<file path="src/rtl/instr_mem_loader_pkg.sv">
// Shared definitions for the instruction-memory loader and the fetch side.
//   state_t         : loader FSM states
//   BYTES_PER_WORD  : bytes per instruction word
//   byte_lane()     : big-endian byte lane select (beat 0 -> bits [31:24])
package instr_mem_pkg;

    typedef enum logic [1:0] {
        IDLE      = 2'd0,
        WAIT_WORD = 2'd1,
        WRITE     = 2'd2,
        DONE      = 2'd3
    } state_t;

    localparam int BYTES_PER_WORD = 4;

    // Beat 0 carries the most significant byte, so the byte at the word
    // address is bits [31:24]; the fetch side reassembles in the same order.
    function automatic logic [7:0] byte_lane(input logic [31:0] word,
                                             input logic [1:0]  beat);
        logic [7:0] lane;
        case (beat)
            2'd0:    lane = word[31:24];
            2'd1:    lane = word[23:16];
            2'd2:    lane = word[15:8];
            default: lane = word[7:0];
        endcase
        return lane;
    endfunction

endpackage

</file>
<file path="src/rtl/instr_mem_loader_if.sv">
// Bus bundle between a host/boot source, the loader and the instruction
// memory write port.
//   Control : start, base_addr, num_words -> busy, done, err, words_loaded
//   Stream  : word_data, word_valid -> word_ready
//   Memory  : mem_we, mem_addr, mem_wdata (byte write port)
// master = host side, slave = loader.
interface instr_mem_loader_if #(
    parameter int CNT_W = 8
);
    logic             start;
    logic [31:0]      base_addr;
    logic [CNT_W-1:0] num_words;
    logic [31:0]      word_data;
    logic             word_valid;
    logic             word_ready;
    logic             mem_we;
    logic [31:0]      mem_addr;
    logic [7:0]       mem_wdata;
    logic             busy;
    logic             done;
    logic             err;
    logic [CNT_W-1:0] words_loaded;

    modport master (
        output start, base_addr, num_words, word_data, word_valid,
        input  word_ready, mem_we, mem_addr, mem_wdata,
               busy, done, err, words_loaded
    );

    modport slave (
        input  start, base_addr, num_words, word_data, word_valid,
        output word_ready, mem_we, mem_addr, mem_wdata,
               busy, done, err, words_loaded
    );
endinterface

</file>
<file path="src/rtl/instr_mem_loader.sv">
// Program loader: takes 32-bit words from a valid/ready stream and writes
// each as four big-endian byte writes into the instruction memory.
//   clk, rst_n : clock, asynchronous active-low reset
//   bus        : instr_mem_loader_if.slave (control, word stream, mem port)
// Every output is decoded from registered state only.
module instr_mem_loader
    import instr_mem_pkg::*;
#(
    parameter int MEM_BYTES = 64,
    parameter int CNT_W     = 8
) (
    input logic               clk,
    input logic               rst_n,
    instr_mem_loader_if.slave bus
);

    state_t           r_state;
    state_t           w_next_state;
    logic [31:0]      r_ptr;
    logic [31:0]      r_hold;
    logic [1:0]       r_beat;
    logic [CNT_W-1:0] r_num_words;
    logic [CNT_W-1:0] r_words_loaded;
    logic             r_err;

    logic             w_overflow;
    logic             w_misaligned;
    logic             w_accept;
    logic             w_last_beat;
    logic [CNT_W-1:0] w_loaded_inc;

    // Widened by one bit so a pointer near 2^32 cannot wrap past the check.
    assign w_overflow   = ({1'b0, r_ptr} + 33'(BYTES_PER_WORD)) > 33'(MEM_BYTES);
    assign w_misaligned = (bus.base_addr[1:0] != 2'b00);
    assign w_accept     = (r_state == WAIT_WORD) && !w_overflow && bus.word_valid;
    assign w_last_beat  = (r_state == WRITE) && (r_beat == 2'd3);
    assign w_loaded_inc = r_words_loaded + CNT_W'(1);

    // NOTE: sequential state uses non-blocking assignments so every register
    // samples pre-edge values regardless of process ordering.
    always_ff @(posedge clk or negedge rst_n) begin
        if (!rst_n) begin
            r_state <= IDLE;
        end else begin
            r_state <= w_next_state;
        end
    end

    // NOTE: the default assignment first keeps this block free of latches
    // on paths that do not change state.
    always_comb begin
        w_next_state = r_state;
        case (r_state)
            IDLE: begin
                if (bus.start) begin
                    if (w_misaligned || (bus.num_words == '0)) begin
                        w_next_state = DONE;
                    end else begin
                        w_next_state = WAIT_WORD;
                    end
                end
            end
            WAIT_WORD: begin
                if (w_overflow) begin
                    w_next_state = DONE;
                end else if (bus.word_valid) begin
                    w_next_state = WRITE;
                end
            end
            WRITE: begin
                if (r_beat == 2'd3) begin
                    w_next_state = (w_loaded_inc == r_num_words) ? DONE : WAIT_WORD;
                end
            end
            default: w_next_state = IDLE;
        endcase
    end

    always_ff @(posedge clk or negedge rst_n) begin
        if (!rst_n) begin
            r_ptr          <= '0;
            r_hold         <= '0;
            r_beat         <= '0;
            r_num_words    <= '0;
            r_words_loaded <= '0;
            r_err          <= 1'b0;
        end else begin
            if ((r_state == IDLE) && bus.start) begin
                r_ptr          <= bus.base_addr;
                r_num_words    <= bus.num_words;
                r_words_loaded <= '0;
                r_err          <= w_misaligned;
            end
            if ((r_state == WAIT_WORD) && w_overflow) begin
                r_err <= 1'b1;
            end
            if (w_accept) begin
                r_hold <= bus.word_data;
                r_beat <= 2'd0;
            end
            if (r_state == WRITE) begin
                r_beat <= r_beat + 2'd1;
            end
            if (w_last_beat) begin
                r_words_loaded <= w_loaded_inc;
                r_ptr          <= r_ptr + 32'(BYTES_PER_WORD);
            end
        end
    end

    assign bus.word_ready   = (r_state == WAIT_WORD) && !w_overflow;
    assign bus.mem_we       = (r_state == WRITE);
    assign bus.mem_addr     = bus.mem_we ? (r_ptr + 32'(r_beat)) : '0;
    assign bus.mem_wdata    = bus.mem_we ? byte_lane(r_hold, r_beat) : '0;
    assign bus.busy         = (r_state != IDLE);
    assign bus.done         = (r_state == DONE);
    assign bus.err          = r_err;
    assign bus.words_loaded = r_words_loaded;

endmodule

</file>
<file path="src/flat_wrapper.sv">
// flat-port wrapper written by rule: the top's interface ports become plain ports
module instr_mem_loader_flat import instr_mem_pkg::*;
#(
    parameter int MEM_BYTES = 64,
    parameter int CNT_W     = 8
)
  (clk, rst_n, bus_start, bus_base_addr, bus_num_words, bus_word_data, bus_word_valid, bus_word_ready, bus_mem_we, bus_mem_addr, bus_mem_wdata, bus_busy, bus_done, bus_err, bus_words_loaded);
  instr_mem_loader_if #(.CNT_W(CNT_W)) bus_i ();
  input logic clk;
  input logic rst_n;
  input wire logic [$bits(bus_i.start)-1:0] bus_start;
  input wire logic [$bits(bus_i.base_addr)-1:0] bus_base_addr;
  input wire logic [$bits(bus_i.num_words)-1:0] bus_num_words;
  input wire logic [$bits(bus_i.word_data)-1:0] bus_word_data;
  input wire logic [$bits(bus_i.word_valid)-1:0] bus_word_valid;
  output wire logic [$bits(bus_i.word_ready)-1:0] bus_word_ready;
  output wire logic [$bits(bus_i.mem_we)-1:0] bus_mem_we;
  output wire logic [$bits(bus_i.mem_addr)-1:0] bus_mem_addr;
  output wire logic [$bits(bus_i.mem_wdata)-1:0] bus_mem_wdata;
  output wire logic [$bits(bus_i.busy)-1:0] bus_busy;
  output wire logic [$bits(bus_i.done)-1:0] bus_done;
  output wire logic [$bits(bus_i.err)-1:0] bus_err;
  output wire logic [$bits(bus_i.words_loaded)-1:0] bus_words_loaded;
  assign bus_i.start = bus_start;
  assign bus_i.base_addr = bus_base_addr;
  assign bus_i.num_words = bus_num_words;
  assign bus_i.word_data = bus_word_data;
  assign bus_i.word_valid = bus_word_valid;
  assign bus_word_ready = bus_i.word_ready;
  assign bus_mem_we = bus_i.mem_we;
  assign bus_mem_addr = bus_i.mem_addr;
  assign bus_mem_wdata = bus_i.mem_wdata;
  assign bus_busy = bus_i.busy;
  assign bus_done = bus_i.done;
  assign bus_err = bus_i.err;
  assign bus_words_loaded = bus_i.words_loaded;
  instr_mem_loader #(.MEM_BYTES(MEM_BYTES), .CNT_W(CNT_W)) u_core (.clk(clk), .rst_n(rst_n), .bus(bus_i));
endmodule
</file>
<file path="config.mk">
export PLATFORM = sky130hd
export DESIGN_NAME = instr_mem_loader_flat
export DESIGN_NICKNAME = d
export VERILOG_FILES = /design/src/rtl/instr_mem_loader_pkg.sv /design/src/rtl/instr_mem_loader_if.sv /design/src/rtl/instr_mem_loader.sv /design/src/flat_wrapper.sv
export SDC_FILE = /design/constraint.sdc
export NUM_CORES = 1
export LEC_CHECK = 0
export CORE_UTILIZATION = 25
export CTS_CLUSTER_DIAMETER = 120
export CTS_CLUSTER_SIZE = 16
export DETAILED_ROUTE_END_ITERATION = 8
export HOLD_SLACK_MARGIN = 0.1
export PLACE_DENSITY = 0.51
export SKIP_LAST_GASP = 1
export SYNTH_ARGS = -nofsm -noshare
export SYNTH_HDL_FRONTEND = slang
export SYNTH_SLANG_ARGS = --single-unit
</file>
<file path="constraint.sdc">
create_clock -name clk -period 9 [get_ports clk]
set_input_delay 1.8 -clock clk [delete_from_list [all_inputs] [get_ports clk]]
set_output_delay 1.8 -clock clk [all_outputs]
set_load 0.02 [all_outputs]
</file>
==> results of run 1 <==
[per-stage QoR]
step / hold WS (ns) / setup slack [ns] / power [mW]
after floorplan: 0.458 / 4.32 / 1.28
after global placement: 0.473 / 3.44 / 1.66
after detailed placement: 0.481 / 3.26 / 1.66
after CTS: 0.497 / 2.87 / 2.06
after global routing: 0.516 / 2.50 / 2.18
final: 0.496 / 2.87 / 2.04
[synthesized netlist by cell type, types with 16 or more instances]
master	number	area [um2]
nand3_1	25	125
nor4_1	16	100
nor3_1	18	90.1
a21oi_1	27	135
xor2_1	20	175
xnor2_1	28	245
nor2_1	72	270
nand2_1	67	251
o21ai_0	43	215
mux2_2	41	462
clkbuf_1	37	139
dfrtp_1	85	2130
[final cells by class]
class,instances,area share
Timing Repair Buffer,136,0.182
Clock inverter,7,0.0112
Clock buffer,9,0.0306
Multi-Input combinational cell,490,0.435
Tap cell,280,0.0476
Inverter,9,0.00459
Sequential cell,85,0.289
[metal layers]
metal,wire length [um],share of wire
met1,8780,0.48
met2,8320,0.46
met3,916,0.050
met4,263,0.014
met5,0,0
[worst min-delay path by stage]
| stage | start | to | slack (ns) | cells past startpoint |
|---|---|---|---|---|
| 2_1_floorplan | u_core.r_hold[20] | u_core.r_hold[20] | 0.46 | 1 |
| 3_3_place_gp | u_core.r_hold[20] | u_core.r_hold[20] | 0.47 | 1 |
| 3_5_place_dp | u_core.r_hold[20] | u_core.r_hold[20] | 0.48 | 1 |
| 4_1_cts | u_core.r_hold[20] | u_core.r_hold[20] | 0.50 | 1 |
| 5_1_grt | u_core.r_hold[20] | u_core.r_hold[20] | 0.52 | 1 |
| 6_report | u_core.r_hold[20] | u_core.r_hold[20] | 0.50 | 1 |
[registers in the layout (all words and copies together) (netlist names)]
signal                   count
u_core.bus.err               1
u_core.bus.words_loaded      8
u_core.r_beat                2
u_core.r_hold               32
u_core.r_num_words           8
u_core.r_ptr                32
u_core.r_state               2
[cell families (layout without fill, tap and decap cells)]
family                     count (synthesis)  after routing  synth area share
muxes                                     46             46            0.0917
adders and majority gates                  9              9            0.0214
DFF                                       85             85             0.379
AOI/OAI and AO/OA                        128            128             0.155
and+or+nand+nor                          259            259             0.226
buffers and inverters                     64            161            0.0513
xor gates and xnor gates                  48             48            0.0750
[cell usage in the layout (no fill, tap or decap), types with 6 or more instances in the layout]
master and n:
and3_1 10, clkbuf_16 9, ha_1 8, inv_1 8, a221o_1 14, xor2_1 20
a222oi_1 9, nand4_1 12, dfrtp_1 85, nor4_1 16, mux2_2 41, nand3_1 25
nor2_1 71, or3_1 11, nor3_1 18, clkdlybuf4s50_1 127, xnor2_1 28, nand2_1 67
o21ai_0 43, buf_4 9, a22oi_1 6, a21oi_1 27
[power breakdown]
group          total (mW)  leakage (nW)  internal [mW]  switching, mW
clock               0.394         0.151          0.219          0.174
sequential          0.689          1.08          0.487          0.201
combinational       0.958          1.59          0.421          0.537
==> out/metrics.cfg, run 1 <==
[timing]
worst_pin_slew_ns = 1.06
max_freq_mhz = 163
setup_tns_ns = 0
hold_viol = 0
relSlewSlack = 0.288
fin_worst_skew_ns = 0.00842
period_minus_slack_ns = 6.13
drv_slew = 0
setup_viol = 0
rsz0062_at_grt = no
post-route-period-util = 0.681

[layout]
final_cell_area_mm2 = 0.00736
multi_input_area_mm2 = 0.00321
register_area_mm2 = 0.00213
final_core_util = 0.336
drive_gt1_frac = 0.105
area_delta_synth_final_pct = 31.3
stdcell_count = 1016
n_fill_cell = 2298
n_antenna_cell = 0
fin_nets = 816

[synthesis]
syn_area_mm2 = 0.00561
syn_nets = 724
synth_seq_cells = 85
ys_async_sr_fraction = 1.00
synth.distinct_cells = 59
synth_seq_area_share = 0.379
synth_edf_count = 0
ys.flop_type = dfrtp_1
yosysWarnings = 0
syn_area_per_cell_um2 = 8.78
synthCells = 639

[status]
outcome = finished clean

[placement]
placed_area_mm2 = 0.00706
gp_congestion = 0.818
post-dp-hpwl_um = 12900
io_buffers = 128
place_inst = 1000

[clock_network]
cts_buffers = 9
cts_hold_buf = 0
root_buffer = clkbuf_16
clkLatencyLatePin_ns = 0.35
h-tree-depth = 3
cts_buffer_depth = 2
ctsResizeCount = 0
clkTransAtPathRegs_ns = 0.07
numClockSinks = 85
cts_tree = built
postCtsSetupBuffers = 0

[setup_path]
worst_path_largest_cell_delay_ns = 0.95
crit_path_start_kind = flop
worst-r2r-setup-slack_ns = 4.81
worst_ep_arrival_time_ns = 4.33
cpMaxStageDelayCell = nor4_1
crit_chain = ha_1 > nand3_1 > nor4_1 > xnor2_1 > nand3_1 > nor4_1 > nand4_2 > nor3_1 > clkdlybuf4s50_1
r2r-end = u_core.r_hold[18]
rr_worst_depth = 10
worstSetupPathType = reg2out
path_max_fanout = 10
crit_path_end = bus_word_ready
r2r-start = u_core.r_ptr[2]
critPathRequiredTime_ns = 7.20
end_kind = output port
startpoint = u_core.r_ptr[2]
crit_buf_inv = 1
crit_cells = 9
cp_top_family = simple AND/OR/NAND/NOR gates

[global_route]
grt_use_met3 = 0.0204
grt_use_met1 = 0.237
grt_pass1_vias = 5011
antenna_found_initial = 0
met2_usage = 0.250
overflow = 0
grt_pass1_wl_um = 28300
grt_max_degree = 57
grt-busiest-layer = met2
grtUsageTotal = 0.163

[power_and_ir_drop]
vdd_drop_max_uv = 112
p_per_area_mw_per_mm2 = 277
leakage_nw = 2.81

[die]
start_util = 0.256
fp.dieH_um = 152
io_pins = 129
fp-row-count = 54
die_area_mm2 = 0.0230
coreArea_mm2 = 0.0219
fp.dieW_um = 152

[drt]
via_per_inst = 5.06
drcViolationCount = 0
num_vias = 5144
wirelength_um = 18300
first_pass_iters = 6
antenna_left = 0
drt_iter0_markers = 432
wl_per_cell_um = 18.0

[flow_run]
max_cap_viol_count = 0

[worst_hold_path]
worstHoldPathType = reg2reg

No activity file was read; power rests on OpenSTA's default activity.
==> inputs of run 2 (changes only) <==
- PLACE_DENSITY: 0.51 -> 0.52
- clock period: 9 -> 5.4 ns (I/O delays scaled with it)
==> run 2 against run 1 <==
Register-to-register slack got worse by 3.4 ns. Sequential share of layout area shrank 0.078 points. Worst hold slack worse by 0.00066 ns. Critical path depth shrank 1. Combinational power rose by 67%. Clock skew is 0.0037 ns higher. Routed wire length rose by 0.97%. Largest power group unchanged. Total power increased by 66%.
==> out/metrics.cfg, run 2 (synthesis gave the netlist of run 1 again) <==
[timing]
max_freq_mhz = 193
hold_viol = 0
setup_tns_ns = 0
post-route-period-util = 0.961
rsz0062_at_grt = no
relSlewSlack = 0.345
drv_slew = 0
worst_pin_slew_ns = 0.982
fin_worst_skew_ns = 0.0121
setup_viol = 0
period_minus_slack_ns = 5.19

[die]
fp.dieW_um = 152
fp.dieH_um = 152
coreArea_mm2 = 0.0219
start_util = 0.256
io_pins = 129
fp-row-count = 54
die_area_mm2 = 0.0230

[layout]
multi_input_area_mm2 = 0.00322
area_delta_synth_final_pct = 31.7
fin_nets = 818
reg_top3 = u_core.r_hold: 32 flops, u_core.r_ptr: 32 flops
layout_commonest_cell = clkdlybuf4s50_1
drive_gt1_frac = 0.110
stdcell_count = 1018
register_area_mm2 = 0.00213
n_antenna_cell = 0
layout_common_cells = clkdlybuf4s50_1, dfrtp_1, nor2_1, nand2_1, o21ai_0
n_fill_cell = 2318

[global_route]
grt_pass1_wl_um = 28400
antenna_found_initial = 0
grt_max_degree = 53
grt_pass1_vias = 5009
grtUsageTotal = 0.164
overflow = 0

[power_and_ir_drop]
leakage_nw = 2.82
p_per_area_mw_per_mm2 = 458
vdd_drop_max_uv = 210

[setup_path]
path_max_fanout = 11
r2r-start = u_core.r_ptr[8]
worst-r2r-setup-slack_ns = 1.45
r2r-end = u_core.r_hold[17]
worst_path_largest_cell_delay_ns = 0.71
worst_ep_arrival_time_ns = 4.11
cp_top_family = simple AND/OR/NAND/NOR gates
end_kind = output port
rr_worst_depth = 9
crit_cells = 8
critPathRequiredTime_ns = 4.32
cpMaxStageDelayCell = or4_1
worstSetupPathType = reg2out
crit_chain = nand4_1 > or4_1 > or3_1 > xnor2_1 > nor4_1 > nand4_2 > nor3_1 > clkdlybuf4s50_1
crit_buf_inv = 1
crit_path_start_kind = flop
startpoint = u_core.r_ptr[8]
crit_path_end = bus_word_ready

[placement]
place_inst = 1002
io_buffers = 128
gp_congestion = 0.856
post-dp-hpwl_um = 13000

[clock_network]
cts_hold_buf = 0
clkLatencyLatePin_ns = 0.36
h-tree-depth = 3
cts_buffer_depth = 2
clkTransAtPathRegs_ns = 0.08
numClockSinks = 85
cts_tree = built
root_buffer = clkbuf_16
cts_buffers = 9

[drt]
drcViolationCount = 0
via_per_inst = 5.13
antenna_left = 0
wl_per_cell_um = 18.1
first_pass_iters = 5
wirelength_um = 18500
drt_iter0_markers = 419
num_vias = 5226

[flow_run]
max_cap_viol_count = 0

[worst_hold_path]
worstHoldPathType = reg2reg
hold_start = u_core.r_hold[31]

[status]
outcome = finished clean

## run 2: cell types whose count changed in the layout (fill, tap and decap cells not counted), sizes merged
cell / previous run / this run
buf: 9 / 11
inv: 10 / 12
bufinv: 1 / 0
clkinv: 5 / 4
## run 2: worst min path at each step
stage,cells after the start,slack (ns),endpoint
finish,1,0.50,u_core.r_hold[31]
CTS,1,0.50,u_core.r_hold[31]
global placement,1,0.48,u_core.r_hold[31]
global route,1,0.51,u_core.r_hold[31]
floorplan,1,0.46,u_core.r_hold[20]
detailed placement,1,0.48,u_core.r_hold[31]
## run 2: final cells by class
type                       count  share of cell area
multi-input combinational    490               0.436
timing repair buffer         138               0.183
tap                          280              0.0474
clock buffer                   9              0.0305
clock inverter                 7              0.0103
inverter                       9             0.00457
sequential                    85               0.288
## run 2: worst register-to-register path: stages, from the launching register on
cell and delay [ns]:
dfrtp_1 0.56, nand4_1 0.25, or4_1 0.71, or3_1 0.48, xnor2_1 0.15, nor4_1 0.33, nand4_2 0.25, nor4_4 0.26
buf_4 0.43, mux2_2 0.41
## run 2: per-layer routing
| metal | vias up | part of all wire | wire (um) | global-route usage |
|---|---|---|---|---|
| met5 | - | 0 | 0 | 0 |
| met4 | 0 | 0.019 | 350 | 0.0594 |
| met3 | 18 | 0.052 | 968 | 0.0249 |
| met2 | 147 | 0.46 | 8420 | 0.248 |
| met1 | 2550 | 0.47 | 8720 | 0.235 |
| li1 | 2511 | - | - | - |
## run 2: timing repair
| action | CTS | global route |
|---|---|---|
| setup buffers | 0 | 0 |
| setup endpoints to repair | 0 | 1 |
| gates resized for setup | 0 | 2 |
## run 2: where the power goes
part           total, mW  switching [mW]  internal [mW]
combinational       1.60           0.898          0.699
clock              0.639           0.310          0.329
sequential          1.15           0.335          0.812
## run 2: through the flow
stage          setup slack, ns  hold WS, ns  power, mW   util  area (um2)
2_1_floorplan             1.44        0.458       2.14      -        5610
3_3_place_gp             0.686        0.477       2.76  0.323        7070
3_5_place_dp             0.572        0.478       2.76  0.323        7070
4_1_cts                  0.167        0.497       3.42  0.337        7370
5_1_grt               0.000385        0.513       3.63  0.337        7380
6_report                 0.209        0.495       3.38  0.337        7380
==> inputs of run 3 (changes only) <==
- TNS_END_PERCENT: unset -> 5
==> results of run 3 <==
No change in the layout: final DEF, timing and power equal those of run 2.
